## config.mk

```make
export PLATFORM = sky130hd
export DESIGN_NAME = wb_memwide_bridge
export DESIGN_NICKNAME = d
export VERILOG_FILES = /design/src/rtl/memwide_pkg.sv /design/src/rtl/memwide_lane_merge.sv /design/src/rtl/wb_memwide_bridge.sv
export SDC_FILE = /design/constraint.sdc
export NUM_CORES = 1
export LEC_CHECK = 0
export CORE_MARGIN = 10
export CORE_UTILIZATION = 51
export CTS_CLUSTER_SIZE = 14
export DETAILED_ROUTE_END_ITERATION = 10
export GPL_TIMING_DRIVEN = 0
export PLACE_DENSITY = 0.81
export SKIP_LAST_GASP = 1
export SLEW_MARGIN = 20
export SYNTH_ARGS = -nofsm -noshare
export SYNTH_HDL_FRONTEND = slang
export SYNTH_SLANG_ARGS = --single-unit
```

## constraint.sdc

```tcl
create_clock -name clk_i -period 2.6 [get_ports clk_i]
set_input_delay 0.52 -clock clk_i [delete_from_list [all_inputs] [get_ports clk_i]]
set_output_delay 0.52 -clock clk_i [all_outputs]
set_load 0.02 [all_outputs]
```

## src/rtl/memwide_pkg.sv

```systemverilog
// Shared constants for the wide-memory Wishbone bridge: register map, bit
// positions, FSM state codes and lane-geometry helpers.
package memwide_pkg;
  localparam logic [7:0] REG_CTRL   = 8'h00;
  localparam logic [7:0] REG_STATUS = 8'h04;

  localparam int CTRL_FIELD0 = 0;
  localparam int CTRL_CLR    = 31;

  localparam int ST_PEND = 0;
  localparam int ST_SNAP = 1;
  localparam int ST_DISC = 2;

  localparam logic [1:0] S_IDLE      = 2'd0;
  localparam logic [1:0] S_RD_WAIT   = 2'd1;
  localparam logic [1:0] S_WR_COMMIT = 2'd2;
  localparam logic [1:0] S_ACK       = 2'd3;

  function automatic int lanes_f(input int dw);
    return dw / 32;
  endfunction

  function automatic int log2_f(input int v);
    int r;
    r = 0;
    for (int i = 0; i < 31; i++)
      if ((1 << i) < v) r = i + 1;
    return r;
  endfunction
endpackage

```

## src/rtl/memwide_lane_merge.sv

```systemverilog
// Byte-enable merge of one 32-bit lane into a wide SRAM word and its
// byte-enable vector. Bytes outside the selected lane pass through.
module memwide_lane_merge
  import memwide_pkg::*;
#(
  parameter  int MEM_DW = 64,
  localparam int LB     = log2_f(lanes_f(MEM_DW)),
  localparam int NB     = MEM_DW / 8
)(
  input  logic [MEM_DW-1:0] word_i,
  input  logic [NB-1:0]     be_i,
  input  logic [LB-1:0]     lane_i,
  input  logic [31:0]       dat_i,
  input  logic [3:0]        sel_i,
  output logic [MEM_DW-1:0] word_o,
  output logic [NB-1:0]     be_o
);
  for (genvar b = 0; b < NB; b++) begin : g_byte
    localparam logic [LB-1:0] BL = LB'(b / 4);
    logic hit;
    assign hit              = (lane_i == BL) && sel_i[b % 4];
    assign word_o[b*8 +: 8] = hit ? dat_i[(b % 4)*8 +: 8] : word_i[b*8 +: 8];
    assign be_o[b]          = be_i[b] | hit;
  end
endmodule

```

## src/rtl/wb_memwide_bridge.sv

```systemverilog
// Wishbone 32-bit slave in front of a wide synchronous SRAM. Wide reads are
// served from a snapshot refilled on lane 0 (or on a miss); wide writes are
// collected in a staging buffer and committed when the top lane is written.
module wb_memwide_bridge
  import memwide_pkg::*;
#(
  parameter  int MEM_DW = 64,
  parameter  int MEM_AW = 5,
  parameter  int RD_LAT = 1,
  localparam int LANES  = lanes_f(MEM_DW),
  localparam int LB     = log2_f(LANES),
  localparam int NB     = MEM_DW / 8,
  localparam int ADR_W  = MEM_AW + LB + 3
)(
  input  logic              clk_i,
  input  logic              rst_i,
  input  logic              wb_cyc_i,
  input  logic              wb_stb_i,
  input  logic [ADR_W-1:2]  wb_adr_i,
  input  logic [3:0]        wb_sel_i,
  input  logic              wb_we_i,
  input  logic [31:0]       wb_dat_i,
  output logic              wb_ack_o,
  output logic              wb_err_o,
  output logic              wb_rty_o,
  output logic              wb_stall_o,
  output logic [31:0]       wb_dat_o,
  output logic              ctrl_field0_o,
  output logic [MEM_AW-1:0] mem_addr_o,
  output logic              mem_rd_o,
  input  logic [MEM_DW-1:0] mem_data_i,
  output logic              mem_wr_o,
  output logic [MEM_DW-1:0] mem_data_o,
  output logic [NB-1:0]     mem_be_o
);
  localparam logic [ADR_W-2:0] OFF_CTRL   = (ADR_W-1)'(REG_CTRL);
  localparam logic [ADR_W-2:0] OFF_STATUS = (ADR_W-1)'(REG_STATUS);
  localparam logic [LB-1:0]    LANE_TOP   = '1;
  localparam logic [2:0]       RD_CNT     = 3'(RD_LAT);

  logic [1:0]        state_q, state_d;
  logic [2:0]        cnt_q, cnt_d;
  logic              err_q, err_d;
  logic [LB-1:0]     lane_q, lane_d;
  logic [31:0]       dat_q, dat_d;
  logic              ctrl0_q, ctrl0_d;
  logic              disc_q, disc_d;
  logic [MEM_DW-1:0] stage_q, stage_d;
  logic [NB-1:0]     stage_be_q, stage_be_d;
  logic [MEM_AW-1:0] stage_idx_q, stage_idx_d;
  logic              stage_pend_q, stage_pend_d;
  logic [MEM_DW-1:0] snap_q, snap_d;
  logic [MEM_AW-1:0] snap_idx_q, snap_idx_d;
  logic              snap_vld_q, snap_vld_d;
  logic [MEM_AW-1:0] mem_addr_q, mem_addr_d;
  logic              mem_rd_q, mem_rd_d;
  logic              mem_wr_q, mem_wr_d;
  logic [MEM_DW-1:0] mem_dat_q, mem_dat_d;
  logic [NB-1:0]     mem_be_q, mem_be_d;

  // Request decode fields
  logic              is_mem;
  logic [MEM_AW-1:0] idx;
  logic [LB-1:0]     lane;
  logic [ADR_W-2:0]  reg_off;
  assign is_mem  = wb_adr_i[ADR_W-1];
  assign idx     = wb_adr_i[ADR_W-2:LB+2];
  assign lane    = wb_adr_i[LB+1:2];
  assign reg_off = {wb_adr_i[ADR_W-2:2], 2'b00};

  // A pending stage for another index is dropped before the new bytes land
  logic              stage_diff, snap_hit;
  logic [MEM_DW-1:0] mrg_base, mrg_word;
  logic [NB-1:0]     mrg_base_be, mrg_be;
  assign stage_diff  = stage_pend_q && (stage_idx_q != idx);
  assign snap_hit    = (lane != '0) && snap_vld_q && (snap_idx_q == idx);
  assign mrg_base    = stage_diff ? '0 : stage_q;
  assign mrg_base_be = stage_diff ? '0 : stage_be_q;

  memwide_lane_merge #(.MEM_DW(MEM_DW)) u_merge (
    .word_i (mrg_base),
    .be_i   (mrg_base_be),
    .lane_i (lane),
    .dat_i  (wb_dat_i),
    .sel_i  (wb_sel_i),
    .word_o (mrg_word),
    .be_o   (mrg_be)
  );

  // Register read values
  logic [31:0] ctrl_rd, status_rd;
  always_comb begin
    ctrl_rd              = '0;
    ctrl_rd[CTRL_FIELD0] = ctrl0_q;
    status_rd            = '0;
    status_rd[ST_PEND]   = stage_pend_q;
    status_rd[ST_SNAP]   = snap_vld_q;
    status_rd[ST_DISC]   = disc_q;
  end

  // Next state: decode in IDLE, read-latency countdown, commit and ack sequencing
  always_comb begin
    state_d      = state_q;
    cnt_d        = cnt_q;
    err_d        = err_q;
    lane_d       = lane_q;
    dat_d        = dat_q;
    ctrl0_d      = ctrl0_q;
    disc_d       = disc_q;
    stage_d      = stage_q;
    stage_be_d   = stage_be_q;
    stage_idx_d  = stage_idx_q;
    stage_pend_d = stage_pend_q;
    snap_d       = snap_q;
    snap_idx_d   = snap_idx_q;
    snap_vld_d   = snap_vld_q;
    mem_addr_d   = mem_addr_q;
    mem_dat_d    = mem_dat_q;
    mem_be_d     = mem_be_q;
    mem_rd_d     = 1'b0;
    mem_wr_d     = 1'b0;
    case (state_q)
      S_IDLE: if (wb_cyc_i && wb_stb_i) begin
        state_d = S_ACK;
        err_d   = 1'b0;
        if (!is_mem) begin
          if (reg_off == OFF_CTRL) begin
            dat_d = ctrl_rd;
            if (wb_we_i) begin
              if (wb_sel_i[CTRL_FIELD0/8]) ctrl0_d = wb_dat_i[CTRL_FIELD0];
              if (wb_sel_i[CTRL_CLR/8] && wb_dat_i[CTRL_CLR]) begin
                stage_d      = '0;
                stage_be_d   = '0;
                stage_pend_d = 1'b0;
                snap_vld_d   = 1'b0;
              end
            end
          end else if (reg_off == OFF_STATUS) begin
            dat_d = status_rd;
            if (wb_we_i && wb_sel_i[ST_DISC/8] && wb_dat_i[ST_DISC]) disc_d = 1'b0;
          end else begin
            err_d = 1'b1;
            dat_d = '0;
          end
        end else if (!wb_we_i) begin
          if (snap_hit) begin
            dat_d = snap_q[{lane, 5'd0} +: 32];
          end else begin
            mem_rd_d   = 1'b1;
            mem_addr_d = idx;
            lane_d     = lane;
            cnt_d      = RD_CNT;
            state_d    = S_RD_WAIT;
          end
        end else if (lane != LANE_TOP) begin
          if (wb_sel_i != 4'b0) begin
            stage_d      = mrg_word;
            stage_be_d   = mrg_be;
            stage_idx_d  = idx;
            stage_pend_d = 1'b1;
            if (stage_diff) disc_d = 1'b1;
          end
        end else begin
          mem_wr_d     = 1'b1;
          mem_addr_d   = idx;
          mem_dat_d    = mrg_word;
          mem_be_d     = mrg_be;
          if (stage_diff) disc_d = 1'b1;
          stage_d      = '0;
          stage_be_d   = '0;
          stage_pend_d = 1'b0;
          if (snap_vld_q && (snap_idx_q == idx)) snap_vld_d = 1'b0;
          state_d      = S_WR_COMMIT;
        end
      end
      S_RD_WAIT: begin
        if (cnt_q == 3'd0) begin
          snap_d     = mem_data_i;
          snap_idx_d = mem_addr_q;
          snap_vld_d = 1'b1;
          dat_d      = mem_data_i[{lane_q, 5'd0} +: 32];
          state_d    = S_ACK;
        end else begin
          cnt_d = cnt_q - 3'd1;
        end
      end
      S_WR_COMMIT: state_d = S_ACK;
      default:     state_d = S_IDLE;
    endcase
  end

  // State registers with synchronous reset
  always_ff @(posedge clk_i) begin
    if (rst_i) begin
      state_q      <= S_IDLE;
      cnt_q        <= '0;
      err_q        <= 1'b0;
      lane_q       <= '0;
      dat_q        <= '0;
      ctrl0_q      <= 1'b0;
      disc_q       <= 1'b0;
      stage_q      <= '0;
      stage_be_q   <= '0;
      stage_idx_q  <= '0;
      stage_pend_q <= 1'b0;
      snap_q       <= '0;
      snap_idx_q   <= '0;
      snap_vld_q   <= 1'b0;
      mem_addr_q   <= '0;
      mem_rd_q     <= 1'b0;
      mem_wr_q     <= 1'b0;
      mem_dat_q    <= '0;
      mem_be_q     <= '0;
    end else begin
      state_q      <= state_d;
      cnt_q        <= cnt_d;
      err_q        <= err_d;
      lane_q       <= lane_d;
      dat_q        <= dat_d;
      ctrl0_q      <= ctrl0_d;
      disc_q       <= disc_d;
      stage_q      <= stage_d;
      stage_be_q   <= stage_be_d;
      stage_idx_q  <= stage_idx_d;
      stage_pend_q <= stage_pend_d;
      snap_q       <= snap_d;
      snap_idx_q   <= snap_idx_d;
      snap_vld_q   <= snap_vld_d;
      mem_addr_q   <= mem_addr_d;
      mem_rd_q     <= mem_rd_d;
      mem_wr_q     <= mem_wr_d;
      mem_dat_q    <= mem_dat_d;
      mem_be_q     <= mem_be_d;
    end
  end

  // Ack/err are only shown while the master still holds the cycle
  assign wb_ack_o      = (state_q == S_ACK) && !err_q && wb_cyc_i;
  assign wb_err_o      = (state_q == S_ACK) &&  err_q && wb_cyc_i;
  assign wb_rty_o      = 1'b0;
  assign wb_stall_o    = !(wb_ack_o || wb_err_o) && wb_cyc_i && wb_stb_i;
  assign wb_dat_o      = dat_q;
  assign ctrl_field0_o = ctrl0_q;
  assign mem_addr_o    = mem_addr_q;
  assign mem_rd_o      = mem_rd_q;
  assign mem_wr_o      = mem_wr_q;
  assign mem_data_o    = mem_dat_q;
  assign mem_be_o      = mem_be_q;
endmodule

```

==> results.tsv <==
metric	value	unit
run_status	finished with violations	
violations	setup timing	
min_path_type	in2reg	
htreeDepth	1	
cts_hold_buf	0	
fin_crit	2.606	ns
pwr-share-clk	33.9	%
worstPathRequired	2.98	ns
maxSlewHeadroom	39.93	%
syn_avg_cell_area	8.811	um^2
port_buffers	225	
path_max_fanout	10	
fp.dieW	167.0	um
netlist_area	11020	um^2
synth_top_area_share	48.67	%
clock-sinks	268	
dieArea	27890	um^2
crit_arrival	2.99	ns
power.share.switching	32.27	%
finalHoldViolCount	0	
power_density	874.7	nW/um^2
rsz0062_at_grt	true	
pwr-share-comb	27.6	%
coreArea	21150	um^2
p_int	0.008705	W
yosys_warnings	0	
io_pins	228	
layout-drive-gt1-share	11.12	%
insertion_delay	0.54	ns
via_per_inst	5.917	
cap_violations	0	
critPathKind	reg2reg	
ys_seq_area_share	48.67	%
grt_overflow	0	
vias	10681	
cts_buffer_depth	3	
worst_slack	-0.005755	ns
utilization	69.46	%
final.setup_skew	0.008766	ns
worstSetupEndpointType	flip-flop	
wl	36.41	mm
pwr-share-seq	38.5	%
grt_pass1_wl	57.23	mm
ys_top_cells_by_area	dfxtp_1 49%, a21oi_1 8.1%, nand2_1 6.7%	
wl_per_cell	20.17	um
numCtsBuffers	29	
tritoncts	done	
track_usage	24.44	%
leakagePower	5.196	nW
cp_slowest_stage_delay	0.36	ns
period_share	100.2	%
fp.dieH	167.0	um
first_pass_iters	6	
critPathLaunchType	flip-flop	
cts_root_buf	clkbuf_16	
clk_pin_slew	0.06	ns
path_cells	inv_1 > ha_1 > clkbuf_1 > nand2b_1 > a21boi_2 > o21ai_0 > nor2_2 > buf_2 > a211oi_1	
synth_top_area_cell	dfxtp_1	
rows	53	
syn2layout_area_growth	33.30	%
fmax	0.3838	GHz
start_util	52.11	%
synth_cells	1251	
routabilityCongestion	0.8900	
postRouteAntennaNets	0	
fin_nets	1625	
setup_viol	4	
cts_setup_buffers	0	
ir_worst_vdd	692.1	uV
placed_area	13620	um^2
drt_iter0_markers	850	
synth_nets	1369	
drc	0	
dp_hpwl	26.26	mm
synth-seq-cells	268	
slew_violations	0	
antenna_found_initial	3	
grt_max_degree	15	
synthDistinctLibCells	53	
grt_pass1_vias	10597	
tightest_slew	0.9011	ns
power_switching	0.004147	W
stdcell_area	14690	um^2
crit_slowest_cell	dfxtp_1	
[final cells by class]
| class | instances | area, um^2 |
|---|---|---|
| fill | 1592 | 6460 |
| sequential | 268 | 5365 |
| multi-input combinational | 870 | 5214 |
| timing repair buffer | 225 | 2252 |
| clock buffer | 37 | 835.8 |
| buffer | 101 | 445.4 |
| tap | 275 | 344.1 |
| clock inverter | 16 | 190.2 |
| inverter | 12 | 45.04 |
| antenna | 1 | 2.502 |
[final timing paths]
| path | start | depth (start not counted) | to | slack, ns |
|---|---|---|---|---|
| worst min-delay path | wb_adr_i[7] | 3 | stage_idx_q[4] | 0.30 |
| worst max register to register | state_q[1] | 9 | wb_dat_o[10] | -0.006 |
| worst min register to register | mem_data_o[17] | 2 | mem_data_o[17] | 0.45 |
| worst max-delay path | state_q[1] | 9 | wb_dat_o[10] | -0.006 |
[power by group through the flow]
stage / registers (W) / clock network (W) / logic, W
after floorplan: 0.00528 / 0 / 0.00172
after global routing: 0.00499 / 0.00454 / 0.00385
after CTS: 0.00494 / 0.00437 / 0.00351
final: 0.00495 / 0.00436 / 0.00355
after detailed placement: 0.00501 / 0 / 0.00344
after global placement: 0.00499 / 0 / 0.00340
[worst max-delay path, delay by kind of cell (launching register included)]
family / cells / cell delay, ns
flip-flops: 1 / 0.36
AND/OR/NAND/NOR: 2 / 0.52
buffers and inverters: 3 / 0.66
adder cells (fa/ha/maj): 1 / 0.18
AO/OA/AOI/OAI: 3 / 0.72
[kinds of logic after synthesis]
family	synth area share (%)
AOI/OAI and AO/OA	20.58
xor gates and xnor gates	0.4767
adders and majority gates	0.6810
buffers and inverters	4.268
DFF	48.67
muxes	7.310
other	0.03402
and+or+nand+nor	17.98
[stage by stage]
step | total power [W] | hold slack, ns | TNS [ns] | worst slack [ns] | cells
after floorplan | 0.006993 | 0.4321 | 0 | 0.4098 | 1251
after global placement | 0.008395 | 0.4370 | -100.21 | -0.7216 | 1751
after CTS | 0.01281 | 0.2904 | 0 | 0.01221 | 1804
final | 0.01285 | 0.3004 | -0.01218 | -0.005755 | 1805
after detailed placement | 0.008451 | 0.4428 | -108.33 | -0.7206 | 1751
after global routing | 0.01338 | 0.3044 | -3.515 | -0.1026 | 1804
[registers in the layout, summed over array words and instances (netlist names)]
register       count
wb_dat_o          32
err_q              1
cnt_q              3
mem_data_o        64
mem_rd_o           1
stage_pend_q       1
ctrl_field0_o      1
stage_q           64
mem_wr_o           1
disc_q             1
snap_idx_q         5
stage_be_q         8
snap_q            64
state_q            2
snap_vld_q         1
stage_idx_q        5
mem_be_o           8
mem_addr_o         5
lane_q             1
[layer usage]
metal  global-route usage (%)  vias to the layer above  share of wire (%)
li1                         -                     4936                  -
met1                    29.30                     5115                 40
met2                    40.76                      529                 47
met3                    7.272                       97                 10
met4                    8.362                        4                3.1
met5                        0                        -              0.080
[synthesized netlist by cell type (all sizes together)]
| master | count |
|---|---|
| a211oi | 69 |
| a21boi | 1 |
| a21oi | 181 |
| a221o | 2 |
| a22o | 33 |
| a22oi | 29 |
| a311oi | 2 |
| a31o | 4 |
| a31oi | 2 |
| a41o | 1 |
| a41oi | 1 |
| and2 | 6 |
| and3 | 4 |
| and4 | 1 |
| buf | 34 |
| clkbuf | 67 |
| conb | 1 |
| dfxtp | 268 |
| ha | 6 |
| inv | 12 |
| mux2 | 60 |
| mux2i | 13 |
| nand2 | 198 |
| nand2b | 21 |
| nand3 | 72 |
| nand4 | 4 |
| nor2 | 69 |
| nor2b | 39 |
| nor3 | 18 |
| o2111ai | 1 |
| o21a | 2 |
| o21ai | 6 |
| o22ai | 1 |
| o311a | 1 |
| o311ai | 2 |
| o31a | 2 |
| o31ai | 1 |
| o32a | 1 |
| o32ai | 1 |
| o41ai | 2 |
| or2 | 1 |
| or3b | 2 |
| or4 | 4 |
| xnor2 | 5 |
| xor2 | 1 |
[timing repair]
item,CTS,global route
endpoints found under the hold margin,0,0
cloned,0,0
setup endpoints to repair,104,126
gates resized for setup,10,20
[layout by cell type (no fill, tap or decap), types with 3 or more instances in the layout]
master	Yosys	layout
nor2_1	69	65
nand2b_1	21	21
and2_1	6	6
a22o_1	33	33
nor2b_1	39	39
inv_1	12	12
a31o_2	4	4
a21oi_1	179	179
clkbuf_16	0	29
clkinv_2	0	9
xnor2_1	5	5
and3_1	4	4
ha_1	6	6
nor3_1	18	18
a211oi_2	5	5
o21ai_0	6	6
nor2_2	0	4
nand3_1	72	71
bufinv_16	0	4
nand4_1	4	4
a22oi_1	29	29
clkbuf_2	0	15
nand2_1	198	198
or4_1	3	3
clkbuf_8	0	8
buf_2	10	11
a211oi_1	64	64
clkbuf_1	67	56
buf_1	17	12
buf_4	5	5
mux2_2	60	60
dfxtp_1	268	268
mux2i_1	13	13
clkdlybuf4s50_1	0	225
Note: power is estimated with default switching activity, not from simulation.
